`config.mk`:
```
export PLATFORM = sky130hd
export DESIGN_NAME = spi_reg_bridge_flat
export DESIGN_NICKNAME = d
export VERILOG_FILES = /design/src/rtl/spi_reg_bridge_if.sv /design/src/rtl/spi_reg_bridge.sv /design/src/flat_wrapper.sv
export SDC_FILE = /design/constraint.sdc
export NUM_CORES = 1
export LEC_CHECK = 0
export ABC_AREA = 1
export CAP_MARGIN = 20
export CORE_MARGIN = 10
export CORE_UTILIZATION = 33
export DETAILED_ROUTE_END_ITERATION = 8
export DONT_BUFFER_PORTS = 1
export SKIP_LAST_GASP = 1
export SYNTH_ARGS = -nofsm -noshare
export SYNTH_HDL_FRONTEND = slang
export SYNTH_SLANG_ARGS = --single-unit
```
`constraint.sdc`:
```
create_clock -name clk -period 5.35 [get_ports clk]
set_input_delay 1.07 -clock clk [delete_from_list [all_inputs] [get_ports clk]]
set_output_delay 1.07 -clock clk [all_outputs]
set_load 0.05 [all_outputs]
```
`src/rtl/spi_reg_bridge_if.sv`:
```
// Byte-level link between the SPI slave shifter and the register bridge.
// The shifter side is the master; the bridge is the slave.
interface spi_reg_bridge_if;
    logic       ss;        // chip select, active low
    logic [7:0] rx_byte;   // received byte from the shifter
    logic       rx_valid;  // 1-cycle strobe qualifying rx_byte
    logic [7:0] tx_byte;   // next byte for the shifter to send

    modport master (
        output ss,
        output rx_byte,
        output rx_valid,
        input  tx_byte
    );

    modport slave (
        input  ss,
        input  rx_byte,
        input  rx_valid,
        output tx_byte
    );
endinterface

```
`src/rtl/spi_reg_bridge.sv`:
```
// SPI command decoder and 8-bit register bank.
// Each chip-select frame is one command byte (bit7 = read, bits 6:0 = start address)
// followed by a data burst with 7-bit address auto-increment.
// A hardware port reads the bank combinationally and can write it in any state.
module spi_reg_bridge #(
    parameter int unsigned DEPTH     = 16,
    parameter logic [7:0]  RESET_VAL = 8'h00,
    parameter logic [7:0]  SYNC_BYTE = 8'hA5
) (
    input  logic                   clk,
    input  logic                   rst,
    spi_reg_bridge_if.slave        spi,
    input  logic [6:0]             hw_raddr,
    output logic [7:0]             hw_rdata,
    input  logic                   hw_we,
    input  logic [6:0]             hw_waddr,
    input  logic [7:0]             hw_wdata,
    output logic                   wr_pulse,
    output logic [6:0]             wr_addr,
    output logic                   addr_err
);

    localparam logic [1:0] S_IDLE = 2'd0;
    localparam logic [1:0] S_CMD  = 2'd1;
    localparam logic [1:0] S_WR   = 2'd2;
    localparam logic [1:0] S_RD   = 2'd3;

    logic [1:0] r_state;
    logic [6:0] r_addr;
    logic [7:0] r_regs [DEPTH];
    logic [7:0] r_tx;
    logic       r_wr_pulse;
    logic [6:0] r_wr_addr;
    logic       r_addr_err;

    logic [6:0] w_addr_inc;
    logic       w_addr_ok;
    logic       w_inc_ok;
    logic       w_cmd_ok;
    logic       w_spi_we;

    // Addresses at or above DEPTH are unimplemented; compare at 8 bits so DEPTH = 128 works.
    function automatic logic f_in_range(input logic [6:0] a);
        return ({1'b0, a} < 8'(DEPTH));
    endfunction

    // Explicit decode so unimplemented addresses read as zero without index truncation.
    function automatic logic [7:0] f_read(input logic [6:0] a);
        logic [7:0] v;
        v = 8'h00;
        for (int i = 0; i < DEPTH; i++) begin
            if (a == 7'(i)) v = r_regs[i];
        end
        return v;
    endfunction

    // Decode of the current SPI access: next address and range checks.
    always_comb begin
        w_addr_inc = r_addr + 7'd1;
        w_addr_ok  = f_in_range(r_addr);
        w_inc_ok   = f_in_range(w_addr_inc);
        w_cmd_ok   = f_in_range(spi.rx_byte[6:0]);
        w_spi_we   = (r_state == S_WR) && !spi.ss && spi.rx_valid && w_addr_ok;
    end

    // Frame FSM, address pointer, transmit byte and status flags.
    always_ff @(posedge clk) begin
        if (rst) begin
            r_state    <= S_IDLE;
            r_addr     <= 7'd0;
            r_tx       <= SYNC_BYTE;
            r_wr_pulse <= 1'b0;
            r_wr_addr  <= 7'd0;
            r_addr_err <= 1'b0;
        end else begin
            r_wr_pulse <= 1'b0;
            if (spi.ss) begin
                // Deselect aborts any frame; a coincident rx_valid is dropped.
                r_state <= S_IDLE;
                r_addr  <= 7'd0;
                r_tx    <= SYNC_BYTE;
            end else begin
                case (r_state)
                    S_IDLE: begin
                        r_state <= S_CMD;
                        r_tx    <= SYNC_BYTE;
                    end
                    S_CMD: begin
                        if (spi.rx_valid) begin
                            r_addr <= spi.rx_byte[6:0];
                            if (spi.rx_byte[7]) begin
                                r_state <= S_RD;
                                r_tx    <= f_read(spi.rx_byte[6:0]);
                                if (!w_cmd_ok) r_addr_err <= 1'b1;
                            end else begin
                                r_state <= S_WR;
                            end
                        end
                    end
                    S_WR: begin
                        if (spi.rx_valid) begin
                            if (w_addr_ok) begin
                                r_wr_pulse <= 1'b1;
                                r_wr_addr  <= r_addr;
                            end else begin
                                r_addr_err <= 1'b1;
                            end
                            r_addr <= w_addr_inc;
                        end
                    end
                    default: begin
                        if (spi.rx_valid) begin
                            r_addr <= w_addr_inc;
                            r_tx   <= f_read(w_addr_inc);
                            if (!w_inc_ok) r_addr_err <= 1'b1;
                        end
                    end
                endcase
            end
        end
    end

    // Register bank; the SPI write is applied last so it wins a same-address collision.
    always_ff @(posedge clk) begin
        if (rst) begin
            for (int i = 0; i < DEPTH; i++) r_regs[i] <= RESET_VAL;
        end else begin
            for (int i = 0; i < DEPTH; i++) begin
                if (hw_we && hw_waddr == 7'(i)) r_regs[i] <= hw_wdata;
                if (w_spi_we && r_addr == 7'(i)) r_regs[i] <= spi.rx_byte;
            end
        end
    end

    assign hw_rdata    = f_read(hw_raddr);
    assign spi.tx_byte = r_tx;
    assign wr_pulse    = r_wr_pulse;
    assign wr_addr     = r_wr_addr;
    assign addr_err    = r_addr_err;

endmodule

```
`src/flat_wrapper.sv`:
```
// flat-port wrapper written by rule: the top's interface ports become plain ports
module spi_reg_bridge_flat 
#(
    parameter int unsigned DEPTH     = 16,
    parameter logic [7:0]  RESET_VAL = 8'h00,
    parameter logic [7:0]  SYNC_BYTE = 8'hA5
)
  (clk, rst, hw_raddr, hw_rdata, hw_we, hw_waddr, hw_wdata, wr_pulse, wr_addr, addr_err, spi_ss, spi_rx_byte, spi_rx_valid, spi_tx_byte);
  spi_reg_bridge_if spi_i ();
  input  logic clk;
  input  logic rst;
  input  logic [6:0] hw_raddr;
  output logic [7:0] hw_rdata;
  input  logic hw_we;
  input  logic [6:0] hw_waddr;
  input  logic [7:0] hw_wdata;
  output logic wr_pulse;
  output logic [6:0] wr_addr;
  output logic addr_err;
  input wire logic [$bits(spi_i.ss)-1:0] spi_ss;
  input wire logic [$bits(spi_i.rx_byte)-1:0] spi_rx_byte;
  input wire logic [$bits(spi_i.rx_valid)-1:0] spi_rx_valid;
  output wire logic [$bits(spi_i.tx_byte)-1:0] spi_tx_byte;
  assign spi_i.ss = spi_ss;
  assign spi_i.rx_byte = spi_rx_byte;
  assign spi_i.rx_valid = spi_rx_valid;
  assign spi_tx_byte = spi_i.tx_byte;
  spi_reg_bridge #(.DEPTH(DEPTH), .RESET_VAL(RESET_VAL), .SYNC_BYTE(SYNC_BYTE)) u_core (.clk(clk), .rst(rst), .spi(spi_i), .hw_raddr(hw_raddr), .hw_rdata(hw_rdata), .hw_we(hw_we), .hw_waddr(hw_waddr), .hw_wdata(hw_wdata), .wr_pulse(wr_pulse), .wr_addr(wr_addr), .addr_err(addr_err));
endmodule
```
==> flow_metrics.env <==
export IMPL_clk_latency_ns=0.43
export IMPL_total_power_w=0.00295
export IMPL_cts_tree="built"
export IMPL_cts_resized=0
export IMPL_yosysUniqueCellTypes=46
export IMPL_cp_start_kind="input port"
export IMPL_htreeDepth=4
export IMPL_yosys_most_used_dff="edfxtp_1"
export IMPL_cts_reportedPaths_clkPinSlew_ns=0.06
export IMPL_post_cts_setup_buffers=0
export IMPL_power_density_nw_per_um2=250
export IMPL_grt_pass1_wl_um=64700
export IMPL_fin_crit_ns=4.63
export IMPL_holdBufCountCts=0
export IMPL_grt_util_met3_pct=4.63
export IMPL_antenna_found_initial=0
export IMPL_cp_max_fo=6
export IMPL_die_x_um=201
export IMPL_grt_pass1_vias=10186
export IMPL_rows=66
export IMPL_dieArea_um2=40400
export IMPL_root_buffer="clkbuf_16"
export IMPL_cts_buffers_inserted=17
export IMPL_fin_hold_ws_ns=0.528
export IMPL_cap_violations=0
export IMPL_rsz0062_at_grt="no"
export IMPL_worst_setup_path_end_kind="primary output"
export IMPL_multi_input_area_um2=5270
export IMPL_max_clock_freq_mhz=216
export IMPL_synth_top_area_share_pct=35.5
export IMPL_num_vias=10986
export IMPL_final_nets=1554
export IMPL_area_growth_pct=9.25
export IMPL_die_y_um=201
export IMPL_grt_overflow_total=0
export IMPL_synth_top_cell_by_area="edfxtp_1"
export IMPL_vdd_ir_drop_worst_mv=0.220
export IMPL_fillers=3457
export IMPL_numPortBuffers=0
export IMPL_seq_area_frac_synth_pct=40.4
export IMPL_met1_usage_pct=29.7
export IMPL_synth_most_common_cell="nand2_1"
export IMPL_ios=60
export IMPL_syn_mean_instance_area_um2=7.07
export IMPL_wire_per_inst_um=22.1
export IMPL_routed_via_density=5.59
export IMPL_yosys_register_bits=154
export IMPL_worstHoldPathType="reg2reg"
export IMPL_diodes=0
export IMPL_setup_viol=0
export IMPL_cts_sinks=154
export IMPL_finClkSkew_ns=0.00882
export IMPL_syn_inst=1529
export IMPL_status="finished, final reports clean"
export IMPL_tns_ns=0
export IMPL_yosys_warnings=0
export IMPL_gp_congestion=0.951
export IMPL_initial_core_util_pct=33.3
export IMPL_regArea_um2=4360
export IMPL_use_met2_pct=31.5
export IMPL_final_max_slew_viol_count=0
export IMPL_top_usage_layer="met2"
export IMPL_drc=0
export IMPL_slew_headroom_pct=27.1
export IMPL_first_pass_iters=7
export IMPL_track_usage_pct=21.1
export IMPL_core_um2=32500
export IMPL_routed_wl_um=43500
export IMPL_critical_path_class="in2out"
export IMPL_syn_area_um2=10800
export IMPL_syn_nets=1572
export IMPL_clock_path_buffers=2
export IMPL_cp_required_ns=4.28
export IMPL_synth_edf_count=128
export IMPL_hold_viol=0
export IMPL_worstMarginPinSlew_ns=1.09
export IMPL_synthArstFlopShare_pct=0
export IMPL_arrival_ns=3.56
export IMPL_finalCritPeriodShare_pct=86.5
export IMPL_hpwl_um=34000
export IMPL_synth_top_cells_by_area="edfxtp_1 36%, nand2_1 13%, o21ai_0 9.7%, inv_1 7.7%, nand3_1 6.2%"
export IMPL_grt_max_degree=47
export IMPL_drive_above_1_share_pct=6.17
export IMPL_synth_common_cells="362 x nand2_1, 223 x inv_1, 209 x o21ai_0, 133 x nand3_1, 128 x edfxtp_1"
export IMPL_drtAntennaViolNets=0
export IMPL_drtIter0Drc=1406
export IMPL_p_leak_nw=4.64
[flip-flops by register name (all words and copies together), names as in the netlist]
| signal | count |
|---|---|
| u_core.r_state | 2 |
| u_core.wr_addr | 7 |
| u_core.wr_pulse | 1 |
| u_core.addr_err | 1 |
| u_core.r_addr | 7 |
| u_core.spi.tx_byte | 8 |
| u_core.r_regs | 128 |
[placed cells by master, fill, tap and decap left out, types with 5 or more instances in the layout]
cell type | Yosys | routed
a211oi_1 | 5 | 5
a21oi_1 | 95 | 95
a221oi_1 | 5 | 5
a22oi_1 | 7 | 7
buf_4 | 1 | 21
clkbuf_16 | 0 | 17
clkinvlp_4 | 0 | 5
dfxtp_1 | 26 | 26
edfxtp_1 | 128 | 128
ha_1 | 8 | 8
inv_1 | 223 | 223
inv_2 | 9 | 9
inv_6 | 0 | 5
nand2_1 | 362 | 362
nand2_2 | 10 | 10
nand3_1 | 133 | 133
nand4_1 | 34 | 34
nor2_1 | 105 | 105
nor2_2 | 6 | 6
nor3_1 | 8 | 8
o2111ai_1 | 17 | 17
o211ai_1 | 5 | 5
o21ai_0 | 209 | 209
o21ai_1 | 13 | 13
o221ai_1 | 10 | 10
o22ai_1 | 19 | 19
or2_2 | 5 | 5
[final timing paths]
check	start	to	slack [ns]	depth (start not counted)
worst min-delay path	u_core.r_state[1]	u_core.r_state[1]	0.53	2
worst min register to register	u_core.r_state[1]	u_core.r_state[1]	0.53	2
worst max-delay path	hw_raddr[5]	hw_rdata[1]	0.72	13
worst max register to register	u_core.r_addr[1]	u_core.spi.tx_byte[2]	1.61	25
[layer usage]
layer	share of wire (%)	wire [µm]	vias to the layer above
met1	43	18500	5086
met3	13	5560	75
met4	2.3	997	0
li1	-	-	5160
met5	0	0	-
met2	42	18400	665
[final cells by class]
cell class	instances	share of cell area, %
multi-input cells	1083	44.6
repair buffers	22	1.38
clock buffers	17	3.60
clock inverters	15	1.39
inverters	233	7.40
flip-flops and latches	154	36.9
well taps	442	4.68
[where the power goes]
part | internal, W | switching (W)
clock | 0.000693 | 0.000508
sequential | 0.00135 | 0.0000831
combinational | 0.0000826 | 0.000229
[logic make-up after synthesis]
| logic type | Yosys count | share of synthesized area, % |
|---|---|---|
| adders and majority gates | 8 | 0.926 |
| DFF | 154 | 40.4 |
| and+or+nand+nor | 680 | 27.5 |
| buffers and inverters | 292 | 10.9 |
| AOI/OAI and AO/OA | 395 | 20.3 |
[worst max-delay path: stages]
cell and delay [ns]:
nor3_1 0.54, inv_1 0.18, nor3_1 0.40, inv_1 0.21
o2111ai_1 0.25, a21oi_1 0.07, o21ai_0 0.07, a21oi_1 0.08
a32o_1 0.27, nand2_1 0.06, a21oi_1 0.04, nand3_1 0.10
buf_4 0.20
[metrics by stage]
| step | cells | setup slack, ns | utilization [%] | area (µm²) |
|---|---|---|---|---|
| 6_report | 1966 | 0.722 | 36.4 | 11800 |
| 5_1_grt | 1966 | 0.494 | 36.4 | 11800 |
| 4_1_cts | 1966 | 0.693 | 36.4 | 11800 |
| 3_5_place_dp | 1934 | 0.693 | 34.6 | 11200 |
| 3_3_place_gp | 1933 | 0.673 | 34.6 | 11200 |
| 2_1_floorplan | 1529 | 0.967 | - | 10800 |
Power figures use the tool's default switching activity.
